<file path="config.mk">
export PLATFORM = sky130hd
export DESIGN_NAME = decoder3to8_seq
export DESIGN_NICKNAME = d
export VERILOG_FILES = /design/src/rtl/decoder_pkg.sv /design/src/rtl/onehot_dec3to8.sv /design/src/rtl/decoder3to8_seq.sv
export SDC_FILE = /design/constraint.sdc
export NUM_CORES = 1
export LEC_CHECK = 0
export CAP_MARGIN = 20
export CELL_PAD_IN_SITES_DETAIL_PLACEMENT = 1
export CELL_PAD_IN_SITES_GLOBAL_PLACEMENT = 1
export CORE_MARGIN = 5
export CORE_UTILIZATION = 33
export DETAILED_ROUTE_END_ITERATION = 8
export PLACE_DENSITY = 0.77
export SYNTH_ARGS = -nofsm -noshare
export SYNTH_HDL_FRONTEND = slang
export SYNTH_SLANG_ARGS = --single-unit
</file>
<file path="constraint.sdc">
create_clock -name clk -period 2.6 [get_ports clk]
set_clock_uncertainty 0.15 [all_clocks]
set_input_delay 0.78 -clock clk [delete_from_list [all_inputs] [get_ports clk]]
set_output_delay 0.78 -clock clk [all_outputs]
set_load 0.01 [all_outputs]
</file>
<file path="src/rtl/decoder_pkg.sv">
// Shared types and widths for the sequenced 3-to-8 one-hot decoder.
package decoder_pkg;

  typedef enum logic [1:0] {
    IDLE  = 2'd0,
    DRIVE = 2'd1,
    GAP   = 2'd2
  } state_t;

  localparam int unsigned CODE_W = 32'd3;
  localparam int unsigned OUT_W  = 32'd8;
  localparam int unsigned CNT_W  = 32'd8;

  localparam logic [CNT_W-1:0] CNT_ZERO = 8'd0;
  localparam logic [CNT_W-1:0] CNT_ONE  = 8'd1;
  localparam logic [OUT_W-1:0] OUT_ZERO = 8'd0;

endpackage

</file>
<file path="src/rtl/onehot_dec3to8.sv">
// Pure combinational binary-to-one-hot decode; the parent registers the result.
module onehot_dec3to8
  import decoder_pkg::*;
(
  input  logic [CODE_W-1:0] code,
  output logic [OUT_W-1:0]  onehot
);

  // Shift a single set bit into the position selected by code.
  always_comb begin
    onehot = 8'b0000_0001 << code;
  end

endmodule

</file>
<file path="src/rtl/decoder3to8_seq.sv">
// Accepts a 3-bit code over valid/ready, drives the matching one-hot line for
// HOLD_CYCLES cycles, then idles for GAP_CYCLES cycles before accepting again.
module decoder3to8_seq
  import decoder_pkg::*;
#(
  parameter int unsigned HOLD_CYCLES = 32'd4,
  parameter int unsigned GAP_CYCLES  = 32'd1
) (
  input  logic              clk,
  input  logic              rst,
  input  logic              en,
  input  logic [CODE_W-1:0] code_in,
  input  logic              code_valid,
  output logic              code_ready,
  output logic [OUT_W-1:0]  out,
  output logic              busy,
  output logic              done
);

  localparam logic [CNT_W-1:0] HOLD_LOAD = CNT_W'(HOLD_CYCLES - 32'd1);
  localparam logic [CNT_W-1:0] GAP_LOAD  = CNT_W'(GAP_CYCLES - 32'd1);

  if ((HOLD_CYCLES < 32'd1) || (HOLD_CYCLES > 32'd255)) begin : g_bad_hold
    $error("decoder3to8_seq: HOLD_CYCLES must be in 1..255");
  end
  if (GAP_CYCLES > 32'd255) begin : g_bad_gap
    $error("decoder3to8_seq: GAP_CYCLES must be in 0..255");
  end

  state_t              state;
  logic [CNT_W-1:0]    cnt;
  logic [CODE_W-1:0]   code_r;
  logic [CODE_W-1:0]   dec_code;
  logic [OUT_W-1:0]    dec_out;

  // In IDLE the incoming code is decoded so the line appears on the accepting
  // edge; afterwards the latched code keeps the line refreshed.
  assign dec_code   = (state == IDLE) ? code_in : code_r;
  assign code_ready = (state == IDLE) && en && !rst;

  onehot_dec3to8 u_dec (
    .code   (dec_code),
    .onehot (dec_out)
  );

  // Handshake, hold/gap sequencing and registered outputs.
  always_ff @(posedge clk or posedge rst) begin
    if (rst) begin
      state  <= IDLE;
      cnt    <= CNT_ZERO;
      code_r <= 3'd0;
      out    <= OUT_ZERO;
      busy   <= 1'b0;
      done   <= 1'b0;
    end else if (!en) begin
      // Abort: no done pulse, counter cleared.
      state <= IDLE;
      cnt   <= CNT_ZERO;
      out   <= OUT_ZERO;
      busy  <= 1'b0;
      done  <= 1'b0;
    end else begin
      case (state)
        IDLE: begin
          done <= 1'b0;
          if (code_valid) begin
            code_r <= code_in;
            cnt    <= HOLD_LOAD;
            state  <= DRIVE;
            out    <= dec_out;
            busy   <= 1'b1;
          end else begin
            out  <= OUT_ZERO;
            busy <= 1'b0;
          end
        end
        DRIVE: begin
          if (cnt == CNT_ZERO) begin
            out  <= OUT_ZERO;
            done <= 1'b1;
            if (GAP_CYCLES > 32'd0) begin
              cnt   <= GAP_LOAD;
              state <= GAP;
              busy  <= 1'b1;
            end else begin
              cnt   <= CNT_ZERO;
              state <= IDLE;
              busy  <= 1'b0;
            end
          end else begin
            cnt  <= cnt - CNT_ONE;
            out  <= dec_out;
            done <= 1'b0;
            busy <= 1'b1;
          end
        end
        GAP: begin
          out  <= OUT_ZERO;
          done <= 1'b0;
          if (cnt == CNT_ZERO) begin
            state <= IDLE;
            busy  <= 1'b0;
          end else begin
            cnt  <= cnt - CNT_ONE;
            busy <= 1'b1;
          end
        end
        default: begin
          state <= IDLE;
          cnt   <= CNT_ZERO;
          out   <= OUT_ZERO;
          busy  <= 1'b0;
          done  <= 1'b0;
        end
      endcase
    end
  end

endmodule
</file>
### Word level (Yosys, flattened, before mapping)

Index checks and enable logic that the tools add are counted.

| word-level totals | value |
|---|---|
| flip-flop bits (word level) | 23 |
| output and inout bits | 11 |
| logic and storage cells | 44 |

| cells by class | value |
|---|---|
| add/sub/neg operators | 1 |
| eq/ne operators | 6 |
| shift operators | 1 |
| mux-type cells | 22 |
| reductions and logical operators | 8 |

Operators with widths:

| operator | count |
|---|---|
| 2-to-1 mux 8 bit | 7 |
| case mux 8 bit (3 select lines) | 1 |
| case mux 8 bit (2 select lines) | 1 |
| inequality test 3 bit, second input constant | 4 |
| logical NOT 8 bit | 1 |
| 2-to-1 mux 2 bit | 4 |
| << shifter 1 x 3 -> 8 bit, first input constant | 1 |
| subtractor 8 x 1 -> 8 bit, second input constant | 1 |
| 2-to-1 mux 1 bit | 6 |
| case mux 2 bit (3 select lines) | 1 |
| AND reduction 3 bit | 2 |
| 2-to-1 mux 3 bit | 1 |
| case mux 1 bit (3 select lines) | 1 |
| equality test 2 x 1 -> 1 bit, second input constant | 1 |
| equality test 2 bit, second input constant | 1 |
| logical AND 1 bit | 2 |
| logical NOT 2 bit | 1 |
| AND reduction 2 bit | 1 |
| logical NOT 1 bit | 1 |

### Longest topological paths before layout

| depth | value |
|---|---|
| word-level depth | 6 |
| depth in mapped cells | 7 |
| gate-level depth less buffers | 6 |

### By module

From an unflattened synthesis, not the netlist that was laid out.

| second synthesis, totals | value |
|---|---|
| cells, all modules | 114 |
| area total of the unflattened synthesis | 1227.4 um2 |

By module, submodules not included:

| module | times used | cells an instance | area each (um2) |
|---|---|---|---|
| decoder3to8_seq | 1 | 106 | 1162.4 |
| onehot_dec3to8 | 1 | 8 | 65.1 |

### Worst setup path after synthesis

OpenSTA, ideal clock, no wires.

| path | value |
|---|---|
| kind | in2out |
| start point | in rst |
| end point | out code_ready |
| arrival time | 1587 ps |
| data required time | 1670 ps |
| path slack | 83 ps |
| cell stages on the path | 2 |
| buffers on the path | 0 |
| cells stage by stage | inv_1 > and3_1 |

| between the ends | value |
|---|---|
| word-level cells in the longest chain between the ends | 2 |

Ends and longest elaborated chain:

| element | line | RTL |
|---|---|---|
| start: declaration | decoder3to8_seq.sv:10 | `input logic rst,` |
| logical NOT 1 bit (no source line) | - |  |
| logical AND 1 bit | decoder3to8_seq.sv:39 | `assign code_ready = (state == IDLE) && en && !rst;` |
| end: declaration | decoder3to8_seq.sv:14 | `output logic code_ready,` |

Every way passes these cells.

### Worst setup path in the final report

Same ends and word-level chain as after synthesis.

==> results.tsv <==
stage	metric	value	unit
placement	hpwl dp	2260	um
setup_path	R2R setup slack	0.41	ns
sta	Tmin final	2.54	ns
yosys	Yosys top cell area share	0.487	
drt	WL final	2800	um
clock_network	Reg clk slew, reported paths	0.13	ns
layout	Final nets	158	
power	P_leak	0.000670	uW
yosys	Post-synth EDFFs	0	
placement	dpl cell area	0.00147	sq mm
yosys	#FFs+latches synth	23	
floorplan	core area	0.00342	sq mm
sta	final setup violation count	0	
status	status	completed	
drt	mean routed wirelength per cell	14.4	um
layout	share of cells above drive strength 1	0.189	
clock_network	cts bufs inserted	3	
power	Peak VDD IR	0.383	mV
floorplan	Starting Density	0.346	
drt	via/cell ratio	5.16	
layout	Syn-to-layout area delta	26.6	%
yosys	syn_area_per_cell	9.85	sq um
sta	relative slew slack	0.608	
clock_network	CTS max path bufs	2	
power	pwr/cell area	932	mW/mm^2
floorplan	Die Span Y	69.9	um
drt	post-route antenna net violation count	0	
yosys	Mapped Area	0.00118	sq mm
setup_path	CP Launch Type	primary input	
grt	largest net degree at the start of global routing	24	
setup_path	Critical Path Sink Type	primary output	
yosys	synth unique cells	38	
sta	hold_ws	0.390	ns
sta	fmax	394	MHz
yosys	syn nets	129	
drt	number of remaining DRC errors	0	
layout	Final Cell Area	0.00150	sq mm
clock_network	Post-CTS Setup Bufs	0	
yosys	dominant synthesized flop cell	dfrtp_1	
drt	Pre-antenna DRT Iters	4	
clock_network	clk root buf	clkbuf_4	
grt	Overflow after GRT	0	
floorplan	die area	0.00488	sq mm
layout	post-layout util	0.438	
placement	gp weighted congestion	0.830	
yosys	Async SR Flop Fraction	1.00	
clock_network	worst skew pair latency	0.32	ns
sta	Final WS setup	0.0591	ns
grt	initial antenna violation count	0	
layout	# diodes	0	
sta	Final period util	0.977	
layout	Filler cells	415	
placement	Port Buffers	17	
flow_run	MaxCap Viol Count	0	
yosys	Synth area leaders	dfrtp_1 (49%), a21oi_1 (4.2%), nor2_1 (3.8%), nor3_1 (3.0%), mux2_2 (2.9%)	
grt	first-pass GRT wire length	5050	um
clock_network	TritonCTS Sinks	23	
floorplan	Top Ports	18	
grt	Total Routing Usage GR	0.126	
min_path	HP Class	reg2reg	
sta	unrepaired setup endpoints after global routing	no	
clock_network	H-tree depth	1	
sta	Fin. Hold Viols	0	
setup_path	Crit path arrival time	1.61	ns
drt	Vias	1002	
clock_network	hold buffer count at cts	0	
yosys	Yosys top cell by area	dfrtp_1	
yosys	Ys Warns	0	
yosys	Seq/Total Area, Yosys	0.487	
sta	Worst-Margin Slew	0.586	ns
clock_network	TritonCTS clock tree	built	
floorplan	std cell rows	21	
grt	number of global-route vias before repair	1107	
setup_path	WP data required	1.67	ns
setup_path	Critical Path Fanout Max	2	
floorplan	Die W	69.9	um
yosys	synthesized instance count	120	
setup_path	Worst Path Class, Setup	in2out	
placement	pre-CTS WS	-0.450	ns
sta	max-slew violations	0	
drt	initial DRC count	26	
[per-layer routing]
metal | vias to the layer above | share of wire | global-route usage
met5 | - | 0 | 0
met4 | 0 | 0.023 | 0.0511
met3 | 6 | 0.030 | 0.0244
met2 | 14 | 0.54 | 0.231
met1 | 491 | 0.40 | 0.141
li1 | 491 | - | -
[Yosys cell counts (2+ instances only)]
cell,instances
dfrtp_1,23
nor2_1,12
a21oi_1,10
inv_1,8
nand2_1,7
nor3_1,7
a31oi_1,4
and3_1,3
mux2_2,3
nand3_1,3
nor3b_1,3
o31ai_1,3
buf_2,2
ha_1,2
mux2i_1,2
o211ai_1,2
o21ai_0,2
o41ai_1,2
or4_1,2
or4b_2,2
[kinds of logic after synthesis]
kind of cell / synth area share
buf+inv: 0.0466
simple gates: 0.237
flops: 0.487
fa+ha+maj: 0.0212
compound gates: 0.163
mux: 0.0455
[flip-flops by register name (all words and copies together), names as in the netlist]
name	count
state	2
cnt	8
code_r	3
busy	1
done	1
out	8
[per-stage QoR]
stage	setup TNS [ns]	instances	power, uW
2_1_floorplan	0	120	998
6_report	0	194	1400
3_5_place_dp	-1.07	190	1240
4_1_cts	0	194	1420
5_1_grt	0	194	1530
3_3_place_gp	-0.803	190	1200
[final timing paths]
| kind | start | endpoint | cells past startpoint |
|---|---|---|---|
| worst min-delay path | code_r[2] | code_r[2] | 1 |
| worst max-delay path | rst | code_ready | 4 |
| worst min register to register | code_r[2] | code_r[2] | 1 |
| min in group asynchronous | rst | cnt[6] | 3 |
| max in group asynchronous | rst | code_r[0] | 3 |
| worst max register to register | cnt[0] | out[7] | 7 |
[layout by cell type, fill, tap and decap left out, types with 4 or more instances in the layout]
cell type,n
buf_4,11
nand2_1,7
a31oi_1,4
a21oi_1,10
clkdlybuf4s50_1,15
nor3_1,7
dfrtp_1,23
nor2_1,12
inv_1,8
[critical path, stage by stage]
cell,delay [ns]
clkdlybuf4s50_1,0.46
inv_1,0.07
and3_1,0.17
buf_2,0.13
[report_power, final]
| group | leakage [uW] | switching, uW | internal (uW) |
|---|---|---|---|
| combinational | 0.000347 | 354 | 327 |
| sequential | 0.000305 | 98.0 | 443 |
| clock | 0.0000177 | 116 | 57.6 |
[cell type report]
| class | count | area (sq um) | share of cell area |
|---|---|---|---|
| Clock buffer | 3 | 22.5 | 0.0151 |
| Clock inverter | 1 | 5.00 | 0.00334 |
| Inverter | 8 | 30.0 | 0.0201 |
| Multi-Input combinational cell | 85 | 559 | 0.374 |
| Sequential cell | 23 | 576 | 0.385 |
| Tap cell | 46 | 57.6 | 0.0385 |
| Timing Repair Buffer | 28 | 246 | 0.165 |
[what timing repair did]
| action | in CTS | in global routing |
|---|---|---|
| gates resized for setup | 7 | 0 |
| endpoints found under the hold margin | 0 | 0 |
| endpoints found under the setup margin | 1 | 0 |
Note: power is estimated with default switching activity, not from simulation.
